`config.mk`:
```
export PLATFORM = sky130hd
export DESIGN_NAME = eaglesong_bit_matrix_seq
export DESIGN_NICKNAME = d
export VERILOG_FILES = /design/src/rtl/eaglesong_bit_matrix_seq.sv
export SDC_FILE = /design/constraint.sdc
export NUM_CORES = 2
export LEC_CHECK = 0
export BUFFER_PORTS_ARGS = -buffer_cell sky130_fd_sc_hd__buf_2
export CELL_PAD_IN_SITES_DETAIL_PLACEMENT = 1
export CELL_PAD_IN_SITES_GLOBAL_PLACEMENT = 1
export CORE_AREA = 4 4 401 403
export DETAILED_ROUTE_END_ITERATION = 6
export DIE_AREA = 0 0 405 407
export PLACE_DENSITY_LB_ADDON = 0.3
export SETUP_SLACK_MARGIN = 0.05
export SYNTH_ARGS = -nofsm -noshare
export SYNTH_HDL_FRONTEND = slang
export SYNTH_SLANG_ARGS = --single-unit
```
`constraint.sdc`:
```
create_clock -name clk -period 2.2 [get_ports clk]
set_input_delay 0 -clock clk [delete_from_list [all_inputs] [get_ports clk]]
set_output_delay 0 -clock clk [all_outputs]
set_load 0.02 [all_outputs]
```
`src/rtl/eaglesong_bit_matrix_seq.sv`:
```
// eaglesong_bit_matrix_seq: walks the 256 Eaglesong bit-matrix coefficients (one per clock)
// and XOR-accumulates the 16x32-bit state. Optional `EAGLESONG_BM_ABORT_EN adds an abort input.
module eaglesong_bit_matrix_seq #(
    parameter int WORD_W  = 32,
    parameter int N_WORDS = 16
) (
    input  logic                      clk,
    input  logic                      rst_n,
    input  logic                      start,
    input  logic [WORD_W*N_WORDS-1:0] state_in,
    output logic                      busy,
    output logic                      done,
    output logic [WORD_W*N_WORDS-1:0] state_out,
    output logic [7:0]                bit_index_to_request,
    input  logic                      requested_bit
`ifdef EAGLESONG_BM_ABORT_EN
    ,
    input  logic                      abort
`endif
);
    typedef enum logic [1:0] {IDLE, RUN, DONE} state_t;

    state_t                           state_q, state_d;
    logic [7:0]                       cnt;
    logic [N_WORDS-1:0][WORD_W-1:0]   in_q, out_q;
    logic [3:0]                       j, k;
    logic                             abort_w;

`ifdef EAGLESONG_BM_ABORT_EN
    assign abort_w = abort;
`else
    assign abort_w = 1'b0;
`endif

    assign j         = cnt[7:4];
    assign k         = cnt[3:0];
    assign state_out = out_q;

    // FSM state register
    always_ff @(posedge clk or negedge rst_n) begin
        if (!rst_n) state_q <= IDLE;
        else        state_q <= state_d;
    end

    // next state and status outputs; the lookup index comes straight from flops
    always_comb begin
        state_d              = state_q;
        busy                 = 1'b0;
        done                 = 1'b0;
        bit_index_to_request = 8'd0;
        case (state_q)
            IDLE: state_d = start ? RUN : IDLE;
            RUN: begin
                busy                 = 1'b1;
                bit_index_to_request = {k, j};
                state_d              = abort_w ? IDLE : (cnt == 8'hFF) ? DONE : RUN;
            end
            DONE: begin
                done    = 1'b1;
                state_d = IDLE;
            end
            default: state_d = IDLE;
        endcase
    end

    // latch input on accept, then accumulate word k into word j when the coefficient is set
    always_ff @(posedge clk or negedge rst_n) begin
        if (!rst_n) begin
            cnt   <= 8'd0;
            in_q  <= '0;
            out_q <= '0;
        end else if (state_q == IDLE && start) begin
            cnt   <= 8'd0;
            in_q  <= state_in;
            out_q <= '0;
        end else if (state_q == RUN) begin
            if (abort_w) begin
                cnt   <= 8'd0;
                out_q <= '0;
            end else begin
                if (requested_bit) out_q[j] <= out_q[j] ^ in_q[k];
                cnt <= cnt + 8'd1;
            end
        end
    end
endmodule

```
Word level (Yosys, flattened, before mapping)
Index checks and enable logic that the tools add are counted.
W data, S select, Z words.
- flip-flop bits (word level): 1034
- input bits: 516
- output and inout port bits: 522
- word-level logic and storage cells: 66
- add/sub/neg operators: 1
- order comparisons: 3
- eq/ne operators: 3
- multiplexer cells: 18
- bitwise gates (word level): 1
- reductions and logical operators: 6
- operators with widths (kind ; number):
    $mux W512 ; 3
    $bwmux W512 ; 1
    $bmux W32 S4 ; 2
    $demux W32 S4 ; 1
    $mux W32 ; 3
    $xor A32 B32 Y32 ; 1
    $mux W8 ; 3
    $lt A4 B5 Y1 const B ; 2
    $add A8 B1 Y8 const B ; 1
    $eq A8 B8 Y1 const B ; 1
    $ge A4 B1 Y1 const B ; 1
    $pmux W2 S2 ; 1
    $reduce_bool A2 Y1 ; 2
    $mux W1 ; 3
    $eq A2 B1 Y1 const B ; 1
    $eq A2 B2 Y1 const B ; 1
    $logic_and A1 B1 Y1 ; 2
    $logic_not A2 Y1 ; 1
    $mux W2 ; 1
    $reduce_and A2 Y1 ; 1

Depth between registers and ports, before layout
- depth in word-level cells: 8
- depth in mapped cells: 10
- gate-level depth less buffers: 5

Worst setup path before layout
OpenSTA, ideal clock, no wires.
- kind: reg-to-reg
- from: reg cnt[4]
- to: reg out_q, in the netlist state_out[51]
- arrival time: 2.038 ns
- data required time: 2.073 ns
- setup slack: 0.035 ns
- stages on the path, launching flop included: 9
- buffers on the path: 3
- clock period less this slack: 2.165 ns
- cells stage by stage: dfrtp_1 -> buf_6 -> buf_2 -> mux4_2 -> a22oi_2 -> nand2_1 -> xnor2_2 -> buf_6 -> o21ai_2
- cells in the longest elaborated chain, start to end: 8
- elaborated cells between the ends (all ways): 12
- classes of those cells: order compare: 2; mux: 8; bitwise: 1; reduce/logical: 1
- ends and longest elaborated chain (item ; RTL line ; text):
    start, declared ; 24 ; logic [7:0] cnt;
    start signal, assigned ; 82 ; cnt <= cnt + 8'd1;
    $lt A4 B5 Y1 (implied by the code) or $ge A4 B1 Y1 (tied branches) ; 81 ; if (requested_bit) out_q[j] <= out_q[j] ^ in_q[k];
    $logic_and A1 B1 Y1 (implied by the code) ; 81 ;
    $mux W32 (implied by the code) ; 81 ;
    $demux W32 S4 ; 81 ;
    $bwmux W512 * ; 81 ;
    $mux W512 * ; 81 ;
    $mux W512 * ; 76 ; end else if (state_q == RUN) begin
    $mux W512 * ; 72 ; end else if (state_q == IDLE && start) begin
    end signal, assigned by index ; 81 ;
    end, declared ; 25 ; logic [N_WORDS-1:0][WORD_W-1:0] in_q, out_q;
Mark *: on every way between the ends. The rest lies on a longest branch, timed or not. The select of a mux whose other input is x is not followed.
A chain may end at the register's enable or synchronous reset.

Worst setup path in the final report
- from: reg cnt[0]
- to: reg out_q, in the netlist state_out[154]
- cells in the longest elaborated chain, start to end: 7
- ends and longest elaborated chain (item ; RTL line):
    $bmux W32 S4 ; 81
    $mux W32 (implied by the code) ; 81
    $xor A32 B32 Y32 ; 81
    $bwmux W512 ; 81
    $mux W512 ; 81
    $mux W512 ; 76
    $mux W512 ; 72
No other way between the ends. The select of a mux whose other input is x is not followed.

==> metrics.txt <==
post-route minimum period 2.65 ns; Crit Path Max Fanout 8; Post-Syn Nets 5,065; # DRC 0; Avg Inst Size Synth 10.3 um^2; layout cells sized above 1 31.7%; number of synthesized register bits 1,034; Antenna Nets Post-Route 0; # IOs 1,038; Yosys top cell by area dfrtp_1; HP Start state_in[384]; worst hold margin 0.0617 ns; Max Buffers Root-to-Sink 3; outcome finished, violations left; final instance area 70,900 um^2; cell with the most instances after synthesis nand2_1; IO Port Bufs 1,037; Yosys top cell area share 55.2%; Post-Place Cell Area 57,000 um^2; Data arrival, critical path 3.28 ns; initial antenna violation count 62; Setup CP Type flip-flop to flip-flop; Tightest Pin Transition 0.761 ns; Reg2Reg Setup Slack -0.45 ns; fin nets 7,066; Finished Layout Cells 8,775; M1 wire length 100,000 um; CP Capture Type flip-flop; cell depth of the worst hold path 4; total gr overflow 0; fin. max-slew vios 0; synth cell count leaders nand2_1 (1,605), dfrtp_1 (1,034), nand3_1 (519); mapped cell area 46,900 um^2; CORE AREA 157,000 um^2; Die Y 407 um; worst skew pair latency 0.76 ns; routability cong. 0.898; Reg clk slew, reported paths 0.07 ns; Vias 47.2k; largest net degree at the start of global routing 135; RR Endpoint state_out[154]$_DFFE_PN0P_; Peak VDD IR 0.812 mV; drt wl/cell 29.4 um; hold path endpoint in_q[384]$_DFFE_PN0P_; root buf cell clkbuf_16; TritonCTS buffer count 113; number of enable flip-flop cells after synthesis 0; Area contributors post-synth dfrtp_1 (55%), nand2_1 (13%), mux4_2 (12%); Inst Count DP 7,621; P&R area growth vs syn 51.2%; pre-CTS setup slack -0.517 ns; yosys warns 0; drt first pass iters 5; Most used DFF post-synth dfrtp_1; Initial Util 29.8%; Worst Skew 0.0803 ns; Leak Pwr 34.5 nW; Starting DRT DRC Count 4,479; unrepaired setup endpoints after global routing yes; htree depth 3; clock sinks 1,034; failing checks negative setup slack; first-pass GRT wire length 367,000 um; vias per inst 5.38; sequential share of the synthesized area 55.2%; top layer in use met5; GR Util All Layers 30.4%; r2r startpoint cnt[0]$_DFFE_PN0P_; fmax 377 MHz; WL met2 119,000 um; maxcap violations 0; DP Wirelength 166,000 um; Mapped Cells 4,548; asr flop ratio synth 100%; CP Data Required Time 2.83 ns; fin crit share 120%; FF-to-FF path depth 8; Die Wd 405 um; die area 165,000 um^2; synth unique cells 32; DR WL met3 20,700 um; Slew HR 49.2%; row cnt 146; final setup fails 517; final worst setup slack -0.450 ns; Post-Route WL 258,000 um; Hold Crit Class input pin to flip-flop; TritonCTS clock tree yes; vias in the first global route 50.3k; Startpoint Class flip-flop; Hold Violations, Final 0; total power per unit cell area 1210 nW/um^2
==> report_power, final <==
group / switching [mW] / leakage (nW) / internal [mW]
combinational: 21.8 / 19.0 / 17.7
sequential: 3.19 / 13.6 / 22.9
clock: 8.77 / 1.88 / 11.1
total: 33.7 / 34.5 / 51.7
==> cell families (layout without fill, tap and decap cells) <==
| family | count (synthesis) | count (layout) | synth area share, % |
|---|---|---|---|
| AO/OA/AOI/OAI | 657 | 657 | 8.36 |
| XOR/XNOR | 33 | 33 | 1.18 |
| adder cells (fa/ha/maj) | 1 | 1 | 0.0267 |
| buffers and inverters | 398 | 2497 | 3.96 |
| flip-flops | 1034 | 1034 | 55.2 |
| multiplexers | 257 | 257 | 12.3 |
| other | 0 | 56 | 0 |
| AND/OR/NAND/NOR | 2168 | 2168 | 19.0 |
==> layout by cell type, fill, tap and decap left out, types with 3 or more instances in the layout <==
cell type      count
a21oi_1            3
a22oi_1           47
a22oi_2           81
and2_1             9
buf_12           122
buf_16             9
buf_2           1036
buf_4            240
buf_6             21
buf_8              9
bufbuf_16          3
bufinv_16          7
clkbuf_1          27
clkbuf_16        117
clkbuf_8          23
clkinv_16          5
clkinv_2          30
clkinvlp_4         5
dfrtp_1         1030
dfrtp_4            4
diode_2           56
dlygate4sd3_1    839
mux4_2           256
nand2_1         1557
nand2_2           37
nand2_4           13
nand3_1          515
nand3_4            3
nand3b_1           4
nand4_1           10
nor2_1             5
nor2b_4            4
o21ai_0          161
o21ai_1          323
o21ai_2           40
xnor2_2           20
xnor2_4           12
==> critical path, stage by stage (launching register included) <==
cell	delay (ns)
dfrtp_4	0.48
buf_4	0.19
bufbuf_16	0.30
mux4_2	0.57
a22oi_1	0.21
nand2_2	0.17
xnor2_4	0.33
clkbuf_16	0.24
o21ai_1	0.08
==> per-stage QoR <==
stage          utilization, %  power (mW)  setup TNS (ns)
6_report                 45.0        85.4         -158.76
5_1_grt                  45.0        89.1         -195.22
4_1_cts                  44.6        82.4         -148.32
3_5_place_dp             36.2        58.7         -188.43
3_3_place_gp             36.2        58.1         -175.47
2_1_floorplan               -        42.7               0
==> area by class of cell <==
| type | count | area (um^2) |
|---|---|---|
| fill | 17536 | 86600 |
| sequential | 1034 | 25900 |
| multi-input combinational | 3116 | 19800 |
| timing repair buffer | 2283 | 18600 |
| clock buffer | 163 | 3250 |
| tap | 2072 | 2590 |
| clock inverter | 50 | 589 |
| antenna | 56 | 140 |
| inverter | 1 | 3.75 |
==> state kept, by name (all words and copies together), names as in the netlist <==
| signal | count |
|---|---|
| in_q | 512 |
| state_out | 512 |
| cnt | 8 |
| state_q | 2 |
==> repair_timing <==
action | in CTS | in global routing
cloned | 11 | 4
endpoints found under the hold margin | 1693 | 0
gates resized for setup | 136 | 93
buffers inserted | 15 | 16
endpoints found under the setup margin | 520 | 522
pin swaps | 40 | 51
hold buffers | 840 | 0
==> how the worst max path moves through the flow <==
| stage | from | endpoint | slack (ns) | depth (start not counted) |
|---|---|---|---|---|
| after global placement | cnt[0]$_DFFE_PN0P_ | state_out[363]$_DFFE_PN0P_ | -0.50 | 8 |
| after CTS | cnt[4]$_DFFE_PN0P_ | state_out[367]$_DFFE_PN0P_ | -0.38 | 10 |
| after global routing | cnt[0]$_DFFE_PN0P_ | state_out[402]$_DFFE_PN0P_ | -0.50 | 9 |
| after detailed placement | cnt[0]$_DFFE_PN0P_ | state_out[363]$_DFFE_PN0P_ | -0.52 | 8 |
| final | cnt[0]$_DFFE_PN0P_ | state_out[154]$_DFFE_PN0P_ | -0.45 | 8 |
| after floorplan | cnt[4]$_DFFE_PN0P_ | state_out[43]$_DFFE_PN0P_ | 0.05 | 8 |
==> metal layers <==
metal	up-vias	track usage [%]
met1	24160	38.3
met2	2531	48.7
met4	28	17.4
li1	19732	-
met3	768	6.25
met5	-	0
No activity file was read; power rests on OpenSTA's default activity.
